<file path="config.mk">
export PLATFORM = sky130hd
export DESIGN_NAME = qspi_flash_responder
export DESIGN_NICKNAME = d
export VERILOG_FILES = /design/src/rtl/qspi_flash_responder.sv
export SDC_FILE = /design/constraint.sdc
export NUM_CORES = 1
export LEC_CHECK = 0
export BUFFER_PORTS_ARGS = -buffer_cell sky130_fd_sc_hd__clkbuf_2
export CAP_MARGIN = 20
export CORE_UTILIZATION = 53
export CTS_CLUSTER_SIZE = 10
export DETAILED_ROUTE_END_ITERATION = 7
export GPL_TIMING_DRIVEN = 0
export PLACE_DENSITY = 0.71
export RECOVER_POWER = 100
export SYNTH_ARGS = -nofsm -noshare
export SYNTH_HDL_FRONTEND = slang
export SYNTH_SLANG_ARGS = --single-unit
</file>
<file path="constraint.sdc">
create_clock -name clk -period 2.15 [get_ports clk]
set_input_delay 0.215 -clock clk [delete_from_list [all_inputs] [get_ports clk]]
set_output_delay 0.215 -clock clk [all_outputs]
set_load 0.02 [all_outputs]
</file>
<file path="src/rtl/qspi_flash_responder.sv">
// Flash-side QSPI responder: emulates a quad-I/O fast-read (0xEB) flash on oversampled pins
// and serves data from a byte-wide synchronous memory with one-byte prefetch.
module qspi_flash_responder #(
    parameter int ADDR_W      = 16,
    parameter int SYNC_STAGES = 2,
    parameter int DUMMY_CLKS  = 4
) (
    input  logic              clk,
    input  logic              rst_n,
    input  logic              sck_in,
    input  logic              cs_n_in,
    input  logic [3:0]        io_in,
    output logic [3:0]        io_out,
    output logic [3:0]        io_oe,
    output logic [ADDR_W-1:0] mem_addr,
    output logic              mem_rd,
    input  logic [7:0]        mem_data,
    output logic              cont_mode,
    output logic              busy
);

    typedef enum logic [2:0] {
        ST_IDLE   = 3'd0,
        ST_CMD    = 3'd1,
        ST_ADDR   = 3'd2,
        ST_MODE   = 3'd3,
        ST_DUMMY  = 3'd4,
        ST_DATA   = 3'd5,
        ST_IGNORE = 3'd6
    } state_t;

    state_t                        state_q, state_d;
    logic [SYNC_STAGES-1:0]        sck_sync_q, sck_sync_d;
    logic [SYNC_STAGES-1:0]        cs_sync_q, cs_sync_d;
    logic [SYNC_STAGES-1:0][3:0]   io_sync_q, io_sync_d;
    logic                          sck_prev_q, sck_prev_d;
    logic [7:0]                    cnt_q, cnt_d;
    logic [19:0]                   sh_q, sh_d;
    logic [ADDR_W-1:0]             addr_q, addr_d;
    logic [ADDR_W-1:0]             mem_addr_q, mem_addr_d;
    logic                          mem_rd_q, mem_rd_d;
    logic                          rd_pend_q, rd_pend_d;
    logic [7:0]                    next_byte_q, next_byte_d;
    logic [7:0]                    cur_byte_q, cur_byte_d;
    logic                          nib_sel_q, nib_sel_d;
    logic [3:0]                    io_out_q, io_out_d;
    logic [3:0]                    io_oe_q, io_oe_d;
    logic                          cont_mode_q, cont_mode_d;
    logic                          busy_q, busy_d;

    logic       sck_s, cs_n_s, sck_rise_s, sck_fall_s;
    logic [3:0] io_s;
    logic [7:0] cmd_byte_s;

    assign sck_s      = sck_sync_q[SYNC_STAGES-1];
    assign cs_n_s     = cs_sync_q[SYNC_STAGES-1];
    assign io_s       = io_sync_q[SYNC_STAGES-1];
    assign sck_rise_s = sck_s & ~sck_prev_q;
    assign sck_fall_s = ~sck_s & sck_prev_q;
    assign cmd_byte_s = {sh_q[6:0], io_s[0]};

    // Next-state logic: pin synchronizers, protocol FSM, prefetch and output nibble selection.
    always_comb begin
        sck_sync_d  = {sck_sync_q[SYNC_STAGES-2:0], sck_in};
        cs_sync_d   = {cs_sync_q[SYNC_STAGES-2:0], cs_n_in};
        io_sync_d   = {io_sync_q[SYNC_STAGES-2:0], io_in};
        sck_prev_d  = sck_s;
        state_d     = state_q;
        cnt_d       = cnt_q;
        sh_d        = sh_q;
        addr_d      = addr_q;
        mem_addr_d  = mem_addr_q;
        mem_rd_d    = 1'b0;
        rd_pend_d   = mem_rd_q;
        cur_byte_d  = cur_byte_q;
        nib_sel_d   = nib_sel_q;
        io_out_d    = io_out_q;
        io_oe_d     = io_oe_q;
        cont_mode_d = cont_mode_q;

        // Memory answers one clk after the strobe; park it for the next byte boundary.
        if (rd_pend_q) begin
            next_byte_d = mem_data;
        end else begin
            next_byte_d = next_byte_q;
        end

        if (cs_n_s) begin
            state_d   = ST_IDLE;
            io_oe_d   = 4'h0;
            mem_rd_d  = 1'b0;
            cnt_d     = 8'd0;
            nib_sel_d = 1'b0;
        end else begin
            case (state_q)
                ST_IDLE: begin
                    state_d   = cont_mode_q ? ST_ADDR : ST_CMD;
                    cnt_d     = 8'd0;
                    nib_sel_d = 1'b0;
                end
                ST_CMD: begin
                    if (sck_rise_s) begin
                        sh_d = {sh_q[18:0], io_s[0]};
                        if (cnt_q == 8'd7) begin
                            cnt_d   = 8'd0;
                            state_d = (cmd_byte_s == 8'hEB) ? ST_ADDR : ST_IGNORE;
                        end else begin
                            cnt_d = cnt_q + 8'd1;
                        end
                    end else begin
                        sh_d = sh_q;
                    end
                end
                ST_ADDR: begin
                    if (sck_rise_s) begin
                        sh_d = {sh_q[15:0], io_s};
                        if (cnt_q == 8'd5) begin
                            cnt_d   = 8'd0;
                            addr_d  = ADDR_W'({sh_q[19:0], io_s});
                            state_d = ST_MODE;
                        end else begin
                            cnt_d = cnt_q + 8'd1;
                        end
                    end else begin
                        sh_d = sh_q;
                    end
                end
                ST_MODE: begin
                    if (sck_rise_s) begin
                        sh_d = {sh_q[15:0], io_s};
                        if (cnt_q == 8'd1) begin
                            // Mode bits [5:4] are the low half of the first mode nibble.
                            cont_mode_d = (sh_q[1:0] == 2'b10);
                            cnt_d       = 8'd0;
                            state_d     = ST_DUMMY;
                            mem_addr_d  = addr_q;
                            mem_rd_d    = 1'b1;
                        end else begin
                            cnt_d = cnt_q + 8'd1;
                        end
                    end else begin
                        sh_d = sh_q;
                    end
                end
                ST_DUMMY: begin
                    if (sck_rise_s) begin
                        if (cnt_q == 8'(DUMMY_CLKS - 1)) begin
                            cnt_d     = 8'd0;
                            nib_sel_d = 1'b0;
                            state_d   = ST_DATA;
                        end else begin
                            cnt_d = cnt_q + 8'd1;
                        end
                    end else begin
                        cnt_d = cnt_q;
                    end
                end
                ST_DATA: begin
                    if (sck_fall_s) begin
                        if (!nib_sel_q) begin
                            io_oe_d    = 4'hF;
                            io_out_d   = next_byte_q[7:4];
                            cur_byte_d = next_byte_q;
                            mem_addr_d = mem_addr_q + ADDR_W'(1);
                            mem_rd_d   = 1'b1;
                            nib_sel_d  = 1'b1;
                        end else begin
                            io_out_d  = cur_byte_q[3:0];
                            nib_sel_d = 1'b0;
                        end
                    end else begin
                        io_out_d = io_out_q;
                    end
                end
                ST_IGNORE: begin
                    io_oe_d = 4'h0;
                end
                default: begin
                    state_d = ST_IDLE;
                    io_oe_d = 4'h0;
                end
            endcase
        end

        busy_d = (state_d != ST_IDLE);
    end

    // State and output registers with synchronous active-low reset.
    always_ff @(posedge clk) begin
        if (!rst_n) begin
            state_q     <= ST_IDLE;
            sck_sync_q  <= {SYNC_STAGES{1'b0}};
            cs_sync_q   <= {SYNC_STAGES{1'b1}};
            io_sync_q   <= '0;
            sck_prev_q  <= 1'b0;
            cnt_q       <= 8'd0;
            sh_q        <= 20'd0;
            addr_q      <= '0;
            mem_addr_q  <= '0;
            mem_rd_q    <= 1'b0;
            rd_pend_q   <= 1'b0;
            next_byte_q <= 8'd0;
            cur_byte_q  <= 8'd0;
            nib_sel_q   <= 1'b0;
            io_out_q    <= 4'h0;
            io_oe_q     <= 4'h0;
            cont_mode_q <= 1'b0;
            busy_q      <= 1'b0;
        end else begin
            state_q     <= state_d;
            sck_sync_q  <= sck_sync_d;
            cs_sync_q   <= cs_sync_d;
            io_sync_q   <= io_sync_d;
            sck_prev_q  <= sck_prev_d;
            cnt_q       <= cnt_d;
            sh_q        <= sh_d;
            addr_q      <= addr_d;
            mem_addr_q  <= mem_addr_d;
            mem_rd_q    <= mem_rd_d;
            rd_pend_q   <= rd_pend_d;
            next_byte_q <= next_byte_d;
            cur_byte_q  <= cur_byte_d;
            nib_sel_q   <= nib_sel_d;
            io_out_q    <= io_out_d;
            io_oe_q     <= io_oe_d;
            cont_mode_q <= cont_mode_d;
            busy_q      <= busy_d;
        end
    end

    assign io_out    = io_out_q;
    assign io_oe     = io_oe_q;
    assign mem_addr  = mem_addr_q;
    assign mem_rd    = mem_rd_q;
    assign cont_mode = cont_mode_q;
    assign busy      = busy_q;

endmodule

</file>
==> impl_results.md <==
- Crit Path Class: flop to flop
- CP Data Arrival Time: 2.35 ns
- Die area: 8170 sq um
- Fill cells: approximately 670
- Main flop type after synthesis: dfxtp_1
- Lkg Pwr: around 1.5 nW
- Unrepaired setup endpoints after global routing: no
- Ratio of cells with drive above 1 in the final layout: 13.4%
- # IOs: 43
- Grt total ovfl: 0
- Hpwl dp: ~7100 microns
- Hold Crit Start: cs_n_in
- Setup tns final: 0 ns
- Via count: 3835
- Status: finished, final reports clean
- Hold crit path type: input pin to flop
- Deepest clock path buffer count: 2
- I/O Buffers: 41
- Final setup margin: 0.0642 ns
- Maximum clock frequency: 479 MHz
- Max-cap violations: 0
- Die outline width: 90.4 microns
- CP Launch Type: flop
- Clk_lat worst skew: 0.36 ns
- Most frequent cell after synthesis: dfxtp_1
- Total CTS buffers: 9
- Clock skew: between 0.01 and 0.015 ns
- Period Utilization, post-route: a little over nine tenths
- Worst setup path startpoint: mem_addr[0]
- Final core utilization: 64.5%
- Via density: 5.81
- Mapped Area: 4140 sq um
- Fraction of registers with async set/reset: 0%
- Number of flops mapped to enable cells by yosys: 0
- Post-synthesis register bit count: 90
- Max-slew violation count: 0
- Nets: 575
- Htree depth: 3
- Reg-to-reg critical path startpoint: mem_addr[0]
- CP endpoint kind: flop
- Area share of the largest cell type after synthesis: 43.5%
- Final hold viol count: 0
- Initial antenna violation count: 0
- Peak VDD IR: 0.516 mV
- Synthesized instance count: 501
- Diodes inserted: 0
- Synth cell count leaders: 90 x dfxtp_1, 70 x nand2_1, 51 x a21oi_1, 46 x nor2_1, 25 x mux2i_1
- Layout Area Growth over Synthesis: 15.5%
- Core area: 7410 sq um
- Area leader, netlist: dfxtp_1
- Pwr dens: between 600 and 700 nW/um^2
- Final RePlAce weighted congestion: 0.876
- DRC violations left: 0
- Syn Nets: 520
- Fin Hold WS: 0.0479 ns
- Root Driver: clkbuf_8
- Total power draw: 2.96 mW
- Initial core utilization: 55.9%
- Total GRT Usage: 25.9%
- Drt pass-1 iters: 5
- Post-CTS Hold Buffers: 0
- Total wire length: 10200 microns
- DRT iter0 DRCs: roughly 270
- CTS sink cnt: 90
- Relative slew slack: 56.4%
- Clk slew on worst S/H paths: about 0.1 ns
- First-pass GRT wire length: about 17000 microns
- Worst Path Max Fanout: 10
- Synth area leaders: dfxtp_1 44%, nand2_1 6.3%, a21oi_1 6.2%
- Vias in the first global route: ~3.5k
- Final setup viols: 0
- CP required: 2.42 ns
- Synth cell types: 56
- Register area share after synthesis: 43.5%
- Ys Warns: 0
- Actual slew at the worst max-slew pin: 0.648 ns
- CTS tree: built
- Drt wl/cell: 15.4 microns
- Pin count of the biggest net entering global routing: 17
- Mean Syn Cell Area: 8.27 sq um
- Die Ht: 90.4 microns
- Post-layout min period: approximately 2.1 ns
- # rows: 31
- Final ANT Viol Nets: 0
- Post-Place Worst Slack: -0.208 ns
==> power by group <==
part           internal, mW  switching (mW)
registers              1.68         0.00909
logic                0.0304          0.0555
clock network         0.553           0.635
total                  2.26           0.700
==> layer usage <==
metal  share of wire (%)  vias up  GRT usage [%]
li1                    -     1884              -
met1                  48     1797           35.6
met2                  45      144           40.1
met3                 5.7       10           6.65
met4                 1.3        0           7.39
met5                   0        -              0
==> metrics by stage <==
step / cells / instance area, sq um
finish: 660 / 4780
global route: 660 / 4780
CTS: 659 / 4750
detailed placement: 641 / 4470
global placement: 641 / 4470
floorplan: 501 / 4140
==> registers in the layout, summed over array words and instances, names as in the netlist, 2 cells and up <==
name / count
addr_q: 16
sck_sync_q: 2
io_sync_d: 4
state_q: 3
next_byte_q: 8
cs_sync_q: 2
sh_q: 12
cnt_q: 8
mem_addr: 16
io_s: 4
io_out: 4
cur_byte_q: 4
==> worst max-delay path: stages (launching register included) <==
cell	delay (ns)
dfxtp_4	0.41
ha_4	0.16
and4_1	0.23
buf_6	0.15
or4b_2	0.62
nor3_1	0.15
a21oi_1	0.06
o32ai_1	0.21
==> final timing paths <==
check                               endpoint  slack [ns]  depth (start not counted)
worst max-delay path            mem_addr[12]        0.06                          7
worst min-delay path            cs_sync_q[0]        0.05                          2
worst max register to register  mem_addr[12]        0.06                          7
worst min register to register  cs_sync_q[1]        0.43                          1
==> timing repair <==
action | CTS | global route
pin swaps | 2 | 3
buffers inserted | 2 | 1
resized for setup | 18 | 21
setup endpoints to repair | 40 | 25
==> area by class of cell <==
cell class,count,area (sq um),area share [%]
Clock inverter,6,72.6,1.52
Inverter,6,22.5,0.471
Multi-Input combinational cell,368,2260,47.2
Timing Repair Buffer,44,194,4.06
Tap cell,99,124,2.59
Buffer,37,175,3.66
Clock buffer,10,128,2.67
Sequential cell,90,1810,37.8
==> logic make-up (layout without fill, tap and decap cells) <==
family          Yosys count  after routing  synth area share [%]
compound gates          131            131                  20.1
flops                    90             90                  43.5
simple gates            208            208                  24.9
fa+ha+maj                 4              4                  1.15
buf+inv                  43            103                  4.38
mux                      25             25                  6.04
==> cells in the final DEF, fill, tap and decap left out, types with 3 or more instances in the layout <==
cell type | Yosys | final
nand2_1 | 70 | 70
nor3_1 | 11 | 10
inv_6 | 0 | 3
mux2i_1 | 25 | 25
clkbuf_2 | 0 | 20
nand3b_1 | 3 | 3
or2_2 | 4 | 4
o2bb2ai_1 | 3 | 3
o221a_2 | 3 | 3
or3_1 | 4 | 4
a211oi_1 | 19 | 19
inv_1 | 5 | 5
nand3_1 | 14 | 14
nand2b_1 | 7 | 7
dfxtp_2 | 0 | 3
nor2_1 | 46 | 46
and3_1 | 6 | 6
a31oi_1 | 9 | 9
nand4_1 | 5 | 5
dfxtp_1 | 90 | 86
o21ai_0 | 23 | 20
and2_1 | 16 | 12
buf_4 | 3 | 7
clkbuf_8 | 0 | 9
and2_0 | 0 | 4
nor2b_1 | 8 | 7
clkbuf_1 | 21 | 47
a21oi_1 | 51 | 51
o21ai_1 | 1 | 4
buf_2 | 7 | 5
Power figures use the tool's default switching activity.
